### config.mk
export PLATFORM = sky130hd
export DESIGN_NAME = uart_tx_monitor
export DESIGN_NICKNAME = d
export VERILOG_FILES = /design/src/rtl/uart_tx_monitor.sv
export SDC_FILE = /design/constraint.sdc
export NUM_CORES = 1
export LEC_CHECK = 0
export BUFFER_PORTS_ARGS = -buffer_cell sky130_fd_sc_hd__buf_4
export CORE_MARGIN = 2
export CORE_UTILIZATION = 55
export CTS_BUF_LIST = sky130_fd_sc_hd__clkbuf_2
export CTS_CLUSTER_DIAMETER = 150
export DETAILED_ROUTE_END_ITERATION = 12
export GPL_ROUTABILITY_DRIVEN = 0
export PLACE_DENSITY_LB_ADDON = 0.25
export SLEW_MARGIN = 20
export SYNTH_ARGS = -nofsm -noshare
export SYNTH_HDL_FRONTEND = slang
export SYNTH_SLANG_ARGS = --single-unit
export TNS_END_PERCENT = 50
### constraint.sdc
create_clock -name clk -period 3 [get_ports clk]
set_clock_uncertainty 0.05 [all_clocks]
set_input_delay 0.6 -clock clk [delete_from_list [all_inputs] [get_ports clk]]
set_output_delay 0.6 -clock clk [all_outputs]
set_load 0.05 [all_outputs]
### src/rtl/uart_tx_monitor.sv
// Host-side UART receiver for the CPU Tx line: 16x oversampled start/data/parity/stop
// framing into a first-word-fall-through byte FIFO with sticky error flags.
module uart_tx_monitor #(
  parameter int SYS_CLK_FREQ = 100000000,
  parameter int BAUD_RATE    = 115200,
  parameter int PARITY_MODE  = 0,
  parameter int FIFO_ADDR_W  = 4
) (
  input  logic       clk,
  input  logic       rst,
  input  logic       rx,
  input  logic       rd_en,
  output logic [7:0] rd_data,
  output logic       rd_empty,
  output logic       full,
  output logic       frame_err,
  output logic       parity_err,
  output logic       overrun,
  input  logic       err_clr
);

  localparam int DIV_RAW = SYS_CLK_FREQ / (BAUD_RATE * 16);
  localparam int DIV     = (DIV_RAW < 1) ? 1 : DIV_RAW;
  localparam int DIV_W   = (DIV > 1) ? $clog2(DIV) : 1;
  localparam int DEPTH   = 2 ** FIFO_ADDR_W;

  typedef enum logic [2:0] {IDLE, START, DATA, PARITY, STOP, S_BREAK} state_t;

  logic [DIV_W-1:0] div_cnt;
  logic             tick;
  logic             rx_meta, rx_sync;

  state_t           state, state_nxt;
  logic [3:0]       sc, sc_nxt;
  logic [2:0]       bit_idx, bit_idx_nxt;
  logic [7:0]       shreg, shreg_nxt;
  logic             par_bit, par_bit_nxt;
  logic             par_good;
  logic             push, set_fe, set_pe;

  logic [7:0]         mem [DEPTH];
  logic [FIFO_ADDR_W:0] wr_ptr, rd_ptr;
  logic               pop, wr_ok;

  assign tick = (div_cnt == DIV_W'(DIV - 1));

  always_ff @(posedge clk or negedge rst) begin
    if (!rst) begin
      div_cnt <= '0;
    end else if (tick) begin
      div_cnt <= '0;
    end else begin
      div_cnt <= div_cnt + DIV_W'(1);
    end
  end

  always_ff @(posedge clk or negedge rst) begin
    if (!rst) begin
      rx_meta <= 1'b1;
      rx_sync <= 1'b1;
    end else begin
      rx_meta <= rx;
      rx_sync <= rx_meta;
    end
  end

  always_comb begin
    par_good = 1'b1;
    if (PARITY_MODE == 1) begin
      par_good = (^{shreg, par_bit}) == 1'b0;
    end else if (PARITY_MODE == 2) begin
      par_good = (^{shreg, par_bit}) == 1'b1;
    end
  end

  always_ff @(posedge clk or negedge rst) begin
    if (!rst) begin
      state   <= IDLE;
      sc      <= '0;
      bit_idx <= '0;
      shreg   <= '0;
      par_bit <= 1'b0;
    end else begin
      state   <= state_nxt;
      sc      <= sc_nxt;
      bit_idx <= bit_idx_nxt;
      shreg   <= shreg_nxt;
      par_bit <= par_bit_nxt;
    end
  end

  // Data, parity and stop are sampled at sc=15, i.e. mid-bit once START has aligned sc to the bit centre.
  always_comb begin
    state_nxt   = state;
    sc_nxt      = sc;
    bit_idx_nxt = bit_idx;
    shreg_nxt   = shreg;
    par_bit_nxt = par_bit;
    push        = 1'b0;
    set_fe      = 1'b0;
    set_pe      = 1'b0;
    case (state)
      IDLE: begin
        if (tick && !rx_sync) begin
          sc_nxt    = '0;
          state_nxt = START;
        end
      end
      START: begin
        if (tick) begin
          if (sc == 4'd7) begin
            if (!rx_sync) begin
              sc_nxt      = '0;
              bit_idx_nxt = '0;
              state_nxt   = DATA;
            end else begin
              state_nxt = IDLE;
            end
          end else begin
            sc_nxt = sc + 4'd1;
          end
        end
      end
      DATA: begin
        if (tick) begin
          sc_nxt = sc + 4'd1;
          if (sc == 4'd15) begin
            shreg_nxt[bit_idx] = rx_sync;
            bit_idx_nxt        = bit_idx + 3'd1;
            if (bit_idx == 3'd7) begin
              state_nxt = (PARITY_MODE != 0) ? PARITY : STOP;
            end
          end
        end
      end
      PARITY: begin
        if (tick) begin
          sc_nxt = sc + 4'd1;
          if (sc == 4'd15) begin
            par_bit_nxt = rx_sync;
            state_nxt   = STOP;
          end
        end
      end
      STOP: begin
        if (tick) begin
          sc_nxt = sc + 4'd1;
          if (sc == 4'd15) begin
            if (rx_sync) begin
              push      = par_good;
              set_pe    = !par_good;
              state_nxt = IDLE;
            end else begin
              set_fe    = 1'b1;
              state_nxt = S_BREAK;
            end
          end
        end
      end
      S_BREAK: begin
        if (rx_sync) begin
          state_nxt = IDLE;
        end
      end
      default: state_nxt = IDLE;
    endcase
  end

  assign rd_empty = (wr_ptr == rd_ptr);
  assign full     = (wr_ptr[FIFO_ADDR_W] != rd_ptr[FIFO_ADDR_W]) &&
                    (wr_ptr[FIFO_ADDR_W-1:0] == rd_ptr[FIFO_ADDR_W-1:0]);
  assign pop      = rd_en && !rd_empty;
  assign wr_ok    = push && (!full || pop);
  assign rd_data  = rd_empty ? 8'h00 : mem[rd_ptr[FIFO_ADDR_W-1:0]];

  always_ff @(posedge clk) begin
    if (wr_ok) begin
      mem[wr_ptr[FIFO_ADDR_W-1:0]] <= shreg;
    end
  end

  always_ff @(posedge clk or negedge rst) begin
    if (!rst) begin
      wr_ptr <= '0;
      rd_ptr <= '0;
    end else begin
      if (wr_ok) begin
        wr_ptr <= wr_ptr + (FIFO_ADDR_W + 1)'(1);
      end
      if (pop) begin
        rd_ptr <= rd_ptr + (FIFO_ADDR_W + 1)'(1);
      end
    end
  end

  // A new event in the same cycle as err_clr wins, so no error is ever lost.
  always_ff @(posedge clk or negedge rst) begin
    if (!rst) begin
      frame_err  <= 1'b0;
      parity_err <= 1'b0;
      overrun    <= 1'b0;
    end else begin
      frame_err  <= (frame_err  & ~err_clr) | set_fe;
      parity_err <= (parity_err & ~err_clr) | set_pe;
      overrun    <= (overrun    & ~err_clr) | (push & full & ~pop);
    end
  end

endmodule

# Word level (Yosys, flattened, before mapping)
# Memory sizes are Yosys's and may differ from the RTL's.
# Index checks and enable logic that the tools add are counted.
# W data, S select, Z words.
[totals] mem_bits_rw=128 inputBits=5 mem_count=1 regBits=39 wordCells=113 output_inout_bits=13
[op_classes] magnitude_cmp=2 n_bitwise=9 reduce_logical=17 mux=41 n_eq_ne=26 addsub=5
[memory_table] memory="mem" words=16 width=8 read_ports=1 rd_clocked_by_memory_dff=0 write_ports=1 line_no="41" rtl="logic [7:0] mem [DEPTH];"
[op_table] op="$mux W3" count=17
[op_table] op="$ne A2 B2 Y1 const B" count=12
[op_table] op="$mux W4" count=5
[op_table] op="$pmux W3 S6" count=1
[op_table] op="$pmux W4 S3" count=1
[op_table] op="$mux W1" count=11
[op_table] op="$reduce_and A11 Y1" count=1
[op_table] op="$add A5 B1 Y5 const B" count=2
[op_table] op="$eq A3 B3 Y1 const B" count=3
[op_table] op="$bwmux W8" count=1
[op_table] op="$mux W8" count=1
[op_table] op="$add A6 B1 Y6 const B" count=1
[op_table] op="$eq A3 B2 Y1 const B" count=2
[op_table] op="$eq A6 B6 Y1 const B" count=1
[op_table] op="$mux W6" count=1
[op_table] op="$pmux W3 S2" count=1
[op_table] op="$reduce_and A6 Y1" count=1
[op_table] op="$and A1 B1 Y1" count=5
[op_table] op="$eq A5 B5 Y1" count=1
[op_table] op="$logic_and A1 B1 Y1" count=5
[op_table] op="$reduce_and A5 Y1" count=1
[op_table] op="$add A4 B1 Y4 const B" count=1
[op_table] op="$eq A4 B3 Y1 const B" count=1
[op_table] op="$eq A4 B4 Y1" count=1
[op_table] op="other kinds (19)" count=23

# Depth between registers and ports, before layout
[logic_depth] word_depth=7 mapped_depth=7

# Least setup slack after synthesis
# No wires, ideal clock.
[synth_timing] path_type="flip-flop to output port" startpoint="register rd_ptr[0]" endpoint="output rd_data[0]" path_stages_with_launch=8 path_slack_ps=-137 t_arrival_ps=2487 path_cell_list="dfrtp_1 > buf_2 > xor2_1 > nor4_2 > buf_2 > and2_1 > buf_2 > nor3_1"
[synth_via] elab_chain_cells=2
[synth_lines] element="start, declared" line_no="42" rtl="logic [FIFO_ADDR_W:0] wr_ptr, rd_ptr;"
[synth_lines] element="start signal, assigned" line_no="191" rtl="rd_ptr <= rd_ptr + (FIFO_ADDR_W + 1)'(1);"
[synth_lines] element="$eq A5 B5 Y1" line_no="169" rtl="assign rd_empty = (wr_ptr == rd_ptr);"
[synth_lines] element="via rd_empty" line_no="14" rtl="output logic rd_empty,"
[synth_lines] element="$mux W8" line_no="174" rtl="assign rd_data = rd_empty ? 8'h00 : mem[rd_ptr[FIFO_ADDR_W-1:0]];"
[synth_lines] element="end, declared" line_no="13" rtl="output logic [7:0] rd_data,"
# The timed path passes the listed nets, and every way through them passes these cells.

# Worst setup path after layout
[layout_timing] startpoint="register rd_ptr[0]" endpoint="output rd_data[3]"
[layout_via] elab_chain_cells=2
[layout_lines] element="$mem_v2 Z16 W8 or $eq A5 B5 Y1 (tied branches)"
[layout_lines] element="$mux W8 *" line_no="174"
# Every way passes the cells marked *; elsewhere a longest branch is shown, timed or not.

==> impl_metrics.toml <==
[final_layout]
fill_cells = 901
finalCoreUtilization = 0.638
num_antenna_cells = 0
design_area_um2 = 8020
multi_input_area_um2 = 2260
register_area_um2 = 4830
syn2layout_area_growth_pct = 14.1
fin_cells = 635
layout-drive-gt1-share = 0.328
nets = 465

[flow_run]
cap_viol_max_count = 0

[floorplan]
io_pins = 18
row_count = 41
die_h_um = 117
die_x_um = 117
start_util = 0.559
core_um2 = 12600
dieArea_um2 = 13700

[power_and_ir_drop]
ir_drop_mv = 0.651
seqPwrFrac = 0.433
p_switching_mw = 1.99
combinationalPowerShare = 0.348
clockPowerShare = 0.220
powerDensity_nw_per_um2 = 739
total_power_mw = 5.93
switching_share = 0.336
power_leakage_nw = 3.13
p_int_mw = 3.94

[routing]
first_pass_iters = 5
antenna_left = 0
drt_iter0_drc = 371
wirelength_um = 14500
viasPerCell = 6.13
dr_total_vias = 3894
drc = 0
detail_route.wl_per_cell_um = 22.8

[place]
dp_slack_ns = 0.358
dpl.cell_count = 587
placed_cell_area_um2 = 7330
io_buffers = 17
hpwlAfterDp_um = 9020

[global_route]
grt_util_all_layers = 0.232
grt_max_degree = 40
overflow = 0
antenna_found_initial = 0
grt_pass1_vias = 3922
grt_pass1_wl_um = 22400

[clock_tree]
clockBufferDepth = 2
cts.clk_slew.worst_paths_ns = 0.22
cts-root-buf = "clkbuf_2"
htreeDepth = 4
cts_buffers = 17
cts_tree = "yes"
numClockSinks = 167
clk_latency_ns = 0.72

[synth]
yosys_warnings = 0
synth_cell_type_count = 55
yosysSeqAreaShare = 0.686
synth_top_area_share = 0.547
syn_inst = 413
synth-adder-area-share = 0.0178
synth-compound-area-share = 0.0498
synth_edf_count = 128
yosysTopAreaCell = "edfxtp_1"
synth.top_cells.by_count = "edfxtp_1, dfrtp_1, mux4_2"
synth.area.mux_share = 0.127
synth_area_leaders = "edfxtp_1, dfrtp_1, mux4_2"
syn_area_per_cell_um2 = 17.0
synthXorXnorAreaFrac = 0.0199
ys_seq_elements = 167
netlist_area_um2 = 7030
syn_nets = 428
synth.most_common_cell = "edfxtp_1"
synth_top_family_by_area = "multiplexers"
ys.flop_type = "edfxtp_1"
synthSimpleGateAreaFrac = 0.0780
synthArstFlopShare = 0.234

[timing]
period_share = 1.03
holdWs_ns = 0.215
hold_viol = 0
fin_crit_ns = 3.08
slew_headroom = 0.500
fmaxAchievable_mhz = 324
rsz0062_at_grt = "true"
worst_slack_ns = -0.0835
worstMarginPinSlew_ns = 0.751
drv_slew = 0
tns_ns = -0.536
setup_viol = 8

[critical_path]
critical_path_class = "reg -> out"
end_kind = "output pin"
cp-start-kind = "register"
cp_data_required_time_ns = 2.35
path_max_fanout = 8
arrival_ns = 2.43

[worst_hold_path]
hold_path_class = "in -> reg"

[status]
failed_checks = "setup timing"
status = "finished, violations left"
## final timing paths
path                            startpoint    endpoint  slack, ns  cells past startpoint
max in group asynchronous              rst   rd_ptr[0]       2.21                      2
worst min-delay path                 rd_en   rd_ptr[2]       0.22                      4
worst max register to register  div_cnt[1]  mem[13][3]       0.37                      7
worst max-delay path             rd_ptr[0]  rd_data[3]      -0.08                      6
worst min register to register     rx_meta     rx_sync       0.33                      0
min in group asynchronous              rst       sc[2]       0.30                      2
## cell usage in the layout, fill, tap and decap left out, types with 4 or more instances in the layout
cell	Yosys	routed
and3_1	13	13
xor2_1	13	11
nand4_1	8	8
a21oi_1	4	4
nor3_1	12	7
buf_6	1	7
mux4_2	32	32
clkbuf_2	0	17
buf_4	0	23
nor2_1	11	11
ha_1	10	10
dfrtp_2	0	5
and2_1	5	4
mux2i_1	5	5
inv_1	13	13
nand3_1	7	7
dfrtp_1	37	32
o22ai_2	0	14
bufinv_16	0	4
nand2_1	13	12
edfxtp_1	128	128
clkinv_1	0	4
mux2_2	10	10
nor2b_1	7	6
nor3_2	0	5
## per-layer routing
metal / vias to the layer above / global-route usage / wire, um
met5: - / 0 / 0
met4: 0 / 0.102 / 302
met3: 24 / 0.0664 / 1160
li1: 1711 / - / -
met1: 2004 / 0.318 / 5980
met2: 155 / 0.353 / 7060
## cells by family after synthesis
family / count (synthesis)
adders and majority gates: 10
DFF: 167
and+or+nand+nor: 92
xor gates and xnor gates: 16
buffers and inverters: 34
AOI/OAI and AO/OA: 46
muxes: 48
## cell type report
class | instances | area share
Clock buffer | 17 | 0.0106
Clock inverter | 15 | 0.0228
Inverter | 13 | 0.00609
Multi-Input combinational cell | 213 | 0.282
Sequential cell | 167 | 0.602
Tap cell | 172 | 0.0268
Timing Repair Buffer | 38 | 0.0495
## state kept, by name (all words and copies together), names as in the netlist
register,flops
bit_idx,3
div_cnt,6
frame_err,1
mem,128
overrun,1
parity_err,1
rd_ptr,5
rx_meta,1
rx_sync,1
sc,4
shreg,8
state,3
wr_ptr,5
## power by group through the flow
stage | Sequential [mW] | Clock, mW | Combinational [mW]
after floorplan | 2.58 | 0 | 1.12
after global placement | 2.61 | 0 | 1.50
after detailed placement | 2.61 | 0 | 1.51
after CTS | 2.57 | 1.33 | 1.84
after global routing | 2.57 | 1.42 | 2.17
final | 2.57 | 1.30 | 2.06
## repair_timing
item                                    4_1_cts  5_1_grt
pin swaps                                     3        3
gates cloned                                  2        1
resized for setup                            27       22
hold buffers                                  3        0
buffers inserted                              3        7
endpoints found under the setup margin       10       10
endpoints found under the hold margin        41        0
## worst max-delay path, stage by stage (launching register included)
cell and delay (ns):
dfrtp_2 0.48, buf_12 0.15, buf_16 0.15, mux4_2 0.55, o22ai_2 0.14, nor3_1 0.07
buf_4 0.19
Note: power is estimated with default switching activity, not from simulation.
